<file path="src/rtl/mmio_pwm_bank_if.sv">
`default_nettype none
// ============================================================================
// Module      : mmio_pwm_bank_if
// Description : Data-memory bus port of the PWM bank (write strobe, word
//               address, write data, registered read data).
// Revision    : 1.0 - initial release
// ============================================================================
interface mmio_pwm_bank_if;
    logic        wren;
    logic [11:0] address;
    logic [31:0] data;
    logic [31:0] q;

    modport master (output wren, address, data, input q);
    modport slave  (input wren, address, data, output q);
endinterface
`default_nettype wire

</file>
<file path="src/rtl/mmio_pwm_bank.sv">
`default_nettype none
// ============================================================================
// Module      : mmio_pwm_bank
// Description : Memory-mapped bank of CHANNELS PWM generators sharing one
//               prescaler and period counter; double-buffered duty registers.
//               Define PWM_IMMEDIATE_UPDATE_EN to bypass period buffering.
// Revision    : 1.0 - initial release
// ============================================================================
module mmio_pwm_bank #(
    parameter int          CHANNELS  = 4,
    parameter int          DUTY_W    = 8,
    parameter int          PRESCALE  = 25,
    parameter logic [11:0] BASE_ADDR = 12'hF00
) (
    input  wire logic              clock,
    input  wire logic              reset,
    mmio_pwm_bank_if.slave         bus,
    output logic [CHANNELS-1:0]    pwm_out,
    output logic                   tick_clk,
    output logic                   period_start
);

    localparam int                 c_PRE_W   = (PRESCALE > 1) ? $clog2(PRESCALE) : 1;
    localparam logic [c_PRE_W-1:0] c_PRE_MAX = c_PRE_W'(PRESCALE - 1);
    localparam logic [DUTY_W-1:0]  c_CNT_MAX = '1;

    logic [c_PRE_W-1:0]  r_pre;
    logic [DUTY_W-1:0]   r_cnt;
    logic                r_tick_clk;
    logic                r_period_start;
    logic [CHANNELS-1:0] r_enable;
    logic [31:0]         r_q;

    logic                w_tick;
    logic                w_wrap;
    logic [11:0]         w_off;
    logic                w_wr_mask;
    logic [CHANNELS-1:0] w_wr_duty;
    logic [DUTY_W-1:0]   w_shadow [CHANNELS];
    logic [31:0]         w_rdata;
    logic                w_unused;

    assign w_tick    = (r_pre == c_PRE_MAX);
    assign w_wrap    = w_tick && (r_cnt == c_CNT_MAX);
    // Addresses below the base wrap to large offsets and fall out of the map.
    assign w_off     = bus.address - BASE_ADDR;
    assign w_wr_mask = bus.wren && (w_off == 12'(CHANNELS));
    assign w_unused  = ^bus.data;

    assign bus.q        = r_q;
    assign tick_clk     = r_tick_clk;
    assign period_start = r_period_start;

    always_ff @(posedge clock) begin
        if (reset) begin
            r_pre          <= '0;
            r_cnt          <= '0;
            r_tick_clk     <= 1'b0;
            r_period_start <= 1'b0;
            r_enable       <= '0;
            r_q            <= '0;
        end else begin
            if (w_tick) begin
                r_pre      <= '0;
                r_cnt      <= r_cnt + 1'b1;
                r_tick_clk <= ~r_tick_clk;
            end else begin
                r_pre      <= r_pre + 1'b1;
            end
            r_period_start <= w_wrap;
            if (w_wr_mask) begin
                r_enable <= bus.data[CHANNELS-1:0];
            end
            r_q <= w_rdata;
        end
    end

    // Readback returns the shadow (last written) duty, not the active one.
    always_comb begin
        w_rdata = '0;
        for (int k = 0; k < CHANNELS; k++) begin
            if (w_off == 12'(k)) begin
                w_rdata = 32'(w_shadow[k]);
            end
        end
        if (w_off == 12'(CHANNELS)) begin
            w_rdata = 32'(r_enable);
        end
    end

    for (genvar i = 0; i < CHANNELS; i++) begin : g_ch
        logic [DUTY_W-1:0] r_shadow;
        logic [DUTY_W-1:0] r_active;
        logic              r_pwm;

        assign w_wr_duty[i] = bus.wren && (w_off == 12'(i));
        assign w_shadow[i]  = r_shadow;
        assign pwm_out[i]   = r_pwm;

        always_ff @(posedge clock) begin
            if (reset) begin
                r_shadow <= '0;
                r_active <= '0;
                r_pwm    <= 1'b0;
            end else begin
                if (w_wr_duty[i]) begin
                    r_shadow <= bus.data[DUTY_W-1:0];
                end
`ifdef PWM_IMMEDIATE_UPDATE_EN
                if (w_wr_duty[i]) begin
                    r_active <= bus.data[DUTY_W-1:0];
                end
`else
                // A write landing on the wrap cycle must not be lost behind the stale shadow.
                if (w_wrap) begin
                    r_active <= w_wr_duty[i] ? bus.data[DUTY_W-1:0] : r_shadow;
                end
`endif
                r_pwm <= r_enable[i] && (r_cnt < r_active);
            end
        end
    end

endmodule
`default_nettype wire

</file>
<file path="src/flat_wrapper.sv">
// flat-port wrapper written by rule: the top's interface ports become plain ports
module mmio_pwm_bank_flat 
#(
    parameter int          CHANNELS  = 4,
    parameter int          DUTY_W    = 8,
    parameter int          PRESCALE  = 25,
    parameter logic [11:0] BASE_ADDR = 12'hF00
)
  (clock, reset, pwm_out, tick_clk, period_start, bus_wren, bus_address, bus_data, bus_q);
  mmio_pwm_bank_if bus_i ();
  input  wire logic clock;
  input  wire logic reset;
  output logic [CHANNELS-1:0] pwm_out;
  output logic tick_clk;
  output logic period_start;
  input wire logic [$bits(bus_i.wren)-1:0] bus_wren;
  input wire logic [$bits(bus_i.address)-1:0] bus_address;
  input wire logic [$bits(bus_i.data)-1:0] bus_data;
  output wire logic [$bits(bus_i.q)-1:0] bus_q;
  assign bus_i.wren = bus_wren;
  assign bus_i.address = bus_address;
  assign bus_i.data = bus_data;
  assign bus_q = bus_i.q;
  mmio_pwm_bank #(.CHANNELS(CHANNELS), .DUTY_W(DUTY_W), .PRESCALE(PRESCALE), .BASE_ADDR(BASE_ADDR)) u_core (.clock(clock), .reset(reset), .bus(bus_i), .pwm_out(pwm_out), .tick_clk(tick_clk), .period_start(period_start));
endmodule
</file>
<file path="config.mk">
export PLATFORM = sky130hd
export DESIGN_NAME = mmio_pwm_bank_flat
export DESIGN_NICKNAME = d
export VERILOG_FILES = /design/src/rtl/mmio_pwm_bank_if.sv /design/src/rtl/mmio_pwm_bank.sv /design/src/flat_wrapper.sv
export SDC_FILE = /design/constraint.sdc
export NUM_CORES = 1
export LEC_CHECK = 0
export ABC_CLOCK_PERIOD_IN_PS = 2600
export BUFFER_PORTS_ARGS = -buffer_cell sky130_fd_sc_hd__buf_2
export CAP_MARGIN = 20
export CORE_MARGIN = 2
export CORE_UTILIZATION = 40
export DETAILED_ROUTE_END_ITERATION = 7
export GPL_TIMING_DRIVEN = 0
export HOLD_SLACK_MARGIN = 0.02
export PLACE_DENSITY = 0.69
export RECOVER_POWER = 50
export REMOVE_ABC_BUFFERS = 1
export SLEW_MARGIN = 15
export SYNTH_ARGS = -nofsm -noshare
export SYNTH_HDL_FRONTEND = slang
export SYNTH_SLANG_ARGS = --single-unit
export TNS_END_PERCENT = 1
</file>
<file path="constraint.sdc">
create_clock -name clock -period 2.6 [get_ports clock]
set_input_delay 0.52 -clock clock [delete_from_list [all_inputs] [get_ports clock]]
set_output_delay 0.52 -clock clock [all_outputs]
set_load 0.01 [all_outputs]
</file>
# [Word level (Yosys, flattened, before mapping)]
# Cells that the tools add are included.
[op_classes] bitwise=1 add_sub_neg=3 n_reduce_logical=14 n_eq_ne=6 n_lt_le_gt_ge=4 mux=9
[ops] cell="8-bit 2-to-1 mux" count=8
[ops] cell="8-bit less-than comparator" count=4
[ops] cell="12-bit by 2-bit == test with 1-bit output (second input constant)" count=2
[ops] cell="12-bit by 1-bit == test with 1-bit output (second input constant)" count=1
[ops] cell="12-bit by 3-bit == test with 1-bit output (second input constant)" count=1
[ops] cell="12-bit logical NOT" count=1
[ops] cell="12-bit subtractor (second input constant)" count=1
[ops] cell="1-bit logical AND" count=10
[ops] cell="8-bit by 1-bit adder with 8-bit output (second input constant)" count=1
[ops] cell="8-bit == test (second input constant)" count=1
[ops] cell="5-bit by 1-bit adder with 5-bit output (second input constant)" count=1
[ops] cell="5-bit == test (second input constant)" count=1
[ops] cell="5-bit OR reduction" count=1
[ops] cell="4-bit 2-to-1 mux" count=1
[ops] cell="2-bit OR reduction" count=2
[ops] cell="1-bit NOT" count=1
[word_totals] in_bits=47 regBits=119 word_cells=57

# [Depth between registers and ports, before layout]
[depth] depth_word=7 depth_mapped=8 ltp_nobuf=6

# [Worst setup path after synthesis]
# OpenSTA, ideal clock, no wires.
[synth_path] kind="input to register" from="input bus_address[5]" to="register u_core.g_ch[0].r_active[4]" slack_ns=0.355 t_required_ns=2.514 stages=6 arrival_time_ns=2.159 path_cell_list="or4_4 buf_6 or4_4 buf_6 mux2i_1 a211oi_1"
[synth_via] elab_chain_cells=4
[synth_rtl] item="start, declared" line_no="flat_wrapper.sv:17" rtl="input wire logic [$bits(bus_i.address)-1:0] bus_address;"
[synth_rtl] item="12-bit subtractor" line_no="mmio_pwm_bank.sv:46" rtl="assign w_off = bus.address - BASE_ADDR;"
[synth_rtl] item="12-bit logical NOT" line_no="mmio_pwm_bank.sv:96" rtl="assign w_wr_duty[i] = bus.wren && (w_off == 12'(i));"
[synth_rtl] item="1-bit logical AND" line_no="mmio_pwm_bank.sv:96"
[synth_rtl] item="8-bit 2-to-1 mux" line_no="mmio_pwm_bank.sv:116" rtl="r_active <= w_wr_duty[i] ? bus.data[DUTY_W-1:0] : r_shadow;"
[synth_rtl] item="end signal, assigned" line_no="mmio_pwm_bank.sv:116"
[synth_rtl] item="end, declared" line_no="mmio_pwm_bank.sv:93" rtl="logic [DUTY_W-1:0] r_active;"
# Every way passes these cells.
# A chain may end at the register's enable or synchronous reset.

# [Worst setup path in the final report]
[layout_path] from="input bus_address[1]" to="register u_core.g_ch[1].r_active[1]"
[layout_via] elab_chain_cells=4
[layout_rtl] item="12-bit subtractor" line_no="mmio_pwm_bank.sv:46"
[layout_rtl] item="12-bit by 1-bit == test with 1-bit output" line_no="mmio_pwm_bank.sv:96"
[layout_rtl] item="1-bit logical AND" line_no="mmio_pwm_bank.sv:96"
[layout_rtl] item="8-bit 2-to-1 mux" line_no="mmio_pwm_bank.sv:116"
[layout_rtl] item="end signal, assigned" line_no="mmio_pwm_bank.sv:116"
[layout_rtl] item="end, declared" line_no="mmio_pwm_bank.sv:93"
# Every way passes these cells.

==> flow_summary.json <==
{
  "status": "complete, no violations",
  "boundaryPins": 85,
  "p_per_area_mw_per_mm2": 569,
  "reg2reg_depth": 8,
  "postCtsHoldBufs": 0,
  "drt_pre_antenna_iters": 5,
  "min_to": "u_core.r_pre[0]",
  "power.leakage_nw": 2.09,
  "diodes": 0,
  "crit_required_ns": 2.78,
  "end_kind": "flip-flop",
  "rows": 39,
  "routed_via_density": 5.29,
  "nNetsFinal": 618,
  "max_slew_margin_pct": 42.7,
  "grt_max_degree": 86,
  "rsz0062_at_grt": "no",
  "synth_area_mm2": 0.00462,
  "arrival_ns": 2.60,
  "antenna_found_initial": 0,
  "place_congestion": 0.845,
  "routed_wl_um": 10500,
  "fillers": 1097,
  "cts_tree": "built",
  "cts_buffer_depth": 2,
  "whs_path_depth": 1,
  "grt_pass1_wl_um": 16700,
  "worst_pin_slew_ns": 0.859,
  "finalClockSkew_ns": 0.00567,
  "portBuffers": 36,
  "ant_nets": 0,
  "avgSynthCellArea_um2": 8.89,
  "clkTransAtPathRegs_ns": 0.06,
  "route.detailed.drc": 0,
  "layout_common_cells": "95 x dfxtp_1, 90 x nor2_1, 39 x inv_1",
  "hold_class": "flip-flop to flip-flop",
  "die_x_um": 112,
  "ys_seq_elements": 95,
  "layout_commonest_cell": "dfxtp_1",
  "initial_core_util_pct": 40.7,
  "clock_latency_ns": 0.34,
  "critPathLaunchType": "input pin",
  "layout-drive-gt1-share_pct": 10.5,
  "syn_inst": 520,
  "synth_cell_types": 46,
  "grt-ovfl-total": 0,
  "cts_max_level": 3,
  "r2r_setup_slack_ns": 0.30,
  "die_area_mm2": 0.0124,
  "async_flop_share_pct": 0,
  "finalSetupTns_ns": 0,
  "yosys_warnings": 0,
  "critPathMaxFanout": 18,
  "core-area_mm2": 0.0114,
  "root_buffer": "clkbuf_16",
  "synth_edf_count": 0,
  "hpwl_um": 7350,
  "setup_viol": 0,
  "cts_buffers": 9,
  "final-max-slew-violation-count": 0,
  "place_area_mm2": 0.00477,
  "worstReg2RegStart": "u_core.r_cnt[1]",
  "area_delta_synth_final_pct": 9.52,
  "first_global_vias": 3438,
  "hp-start": "u_core.r_pre[0]",
  "post-route-cell-area_mm2": 0.00506,
  "route.vias.total": 3638,
  "critical_path_class": "input pin to flip-flop",
  "ir_worst_vdd_mv": 0.376,
  "max_freq_mhz": 414,
  "drt_iter0_markers": 201,
  "finalCritPeriodShare_pct": 92.8,
  "post-route-min-period_ns": 2.41,
  "seq_area_frac_synth_pct": 41.1,
  "wire_per_inst_um": 15.3,
  "cap_violations": 0,
  "regToRegEndpoint": "u_core.g_ch[0].r_active[7]",
  "grt_use_total_pct": 16.6,
  "synth_ff_type": "dfxtp_1",
  "whs_ns": 0.467,
  "final_hold_viol_count": 0,
  "die_h_um": 112,
  "cts.sinks": 95
}
[cell usage after synthesis (all sizes together) (4+ instances only)]
library cell | n | share of area [%]
or4b | 4 | 0.87
o21bai | 4 | 0.65
xnor2 | 6 | 1.1
ha | 31 | 8.4
a21o | 8 | 1.3
dfxtp | 95 | 41
mux4 | 4 | 1.9
nand2b | 6 | 0.81
inv | 39 | 3.2
a31oi | 4 | 0.54
nor4 | 16 | 2.2
o211ai | 4 | 0.65
nor2 | 90 | 7.3
clkbuf | 24 | 2.0
a21oi | 25 | 2.7
mux2 | 4 | 0.97
a211oi | 28 | 4.5
nand4 | 5 | 0.68
nand3 | 10 | 1.1
or4 | 9 | 1.6
buf | 35 | 5.5
mux2i | 21 | 4.5
xor2 | 4 | 0.76
a211o | 4 | 0.76
nand2 | 16 | 1.3
[cell type report]
class	instances	area, um^2	share of cell area [%]
clock buffer	13	250	4.94
clock inverter	3	42.5	0.840
inverter	39	146	2.89
multi-input combinational	351	2330	46.1
sequential	95	1900	37.5
tap	143	179	3.53
timing repair buffer	44	211	4.17
[routing by layer]
| metal | vias up | track usage, % | wire length [um] |
|---|---|---|---|
| met1 | 1729 | 22.6 | 5030 |
| met2 | 99 | 26.0 | 4630 |
| li1 | 1791 | - | - |
| met3 | 19 | 3.54 | 672 |
| met4 | 0 | 6.26 | 206 |
| met5 | - | 0 | 0 |
[where the power goes]
group	switching, mW	total [mW]	leakage [nW]	internal [mW]
Clock	0.533	1.30	0.140	0.771
Sequential	0.00381	1.46	0.765	1.46
Combinational	0.0828	0.115	1.19	0.0323
[through the flow]
step	setup slack [ns]	power (mW)	util, %	instances
after detailed placement	-0.230	1.61	42.0	670
final	0.187	2.88	44.5	688
after CTS	0.129	2.90	44.6	687
after floorplan	-3.49	1.54	-	484
after global routing	0.0330	2.97	44.5	688
after global placement	-5.47	1.60	41.5	663
[logic make-up after synthesis]
logic type,after synthesis,share of synthesized area [%]
other cells,1,0.0811
xor+xnor,10,1.89
simple gates,170,17.9
flops,95,41.1
fa+ha+maj,31,8.39
buf+inv,98,10.7
mux,29,7.47
compound gates,86,12.4
[registers in the layout (all words and copies together) (netlist names)]
signal                count
u_core.g_ch.r_pwm         4
u_core.r_cnt              8
u_core.g_ch.r_active     32
u_core.r_pre              5
u_core.bus.q              8
u_core.period_start       1
u_core.r_enable           4
u_core.g_ch.r_shadow     32
u_core.tick_clk           1
[timing repair]
action	CTS	global route
endpoints found under the setup margin	5	17
pin swaps	0	1
gates cloned	0	1
endpoints found under the hold margin	0	0
resized for setup	0	1
buffers inserted	1	0
[critical path, cell delays in order]
cell and delay (ns):
buf_2 0.23, or4b_2 0.68, or4_1 0.71, a21oi_1 0.34, a211oi_1 0.11
[worst max-delay path by stage]
stage	from	end	slack [ns]	cells after the start
finish	bus_address[1]	u_core.g_ch[1].r_active[1]	0.19	5
global route	u_core.r_cnt[1]	u_core.g_ch[0].r_active[7]	0.03	8
CTS	bus_address[11]	u_core.g_ch[3].r_active[4]	0.13	5
detailed placement	bus_address[11]	u_core.g_ch[1].r_active[1]	-0.23	5
global placement	u_core.r_pre[0]	u_core.g_ch[2].r_active[5]	-5.47	5
floorplan	u_core.r_pre[0]	u_core.g_ch[0].r_active[0]	-3.49	5
Power figures use the tool's default switching activity.
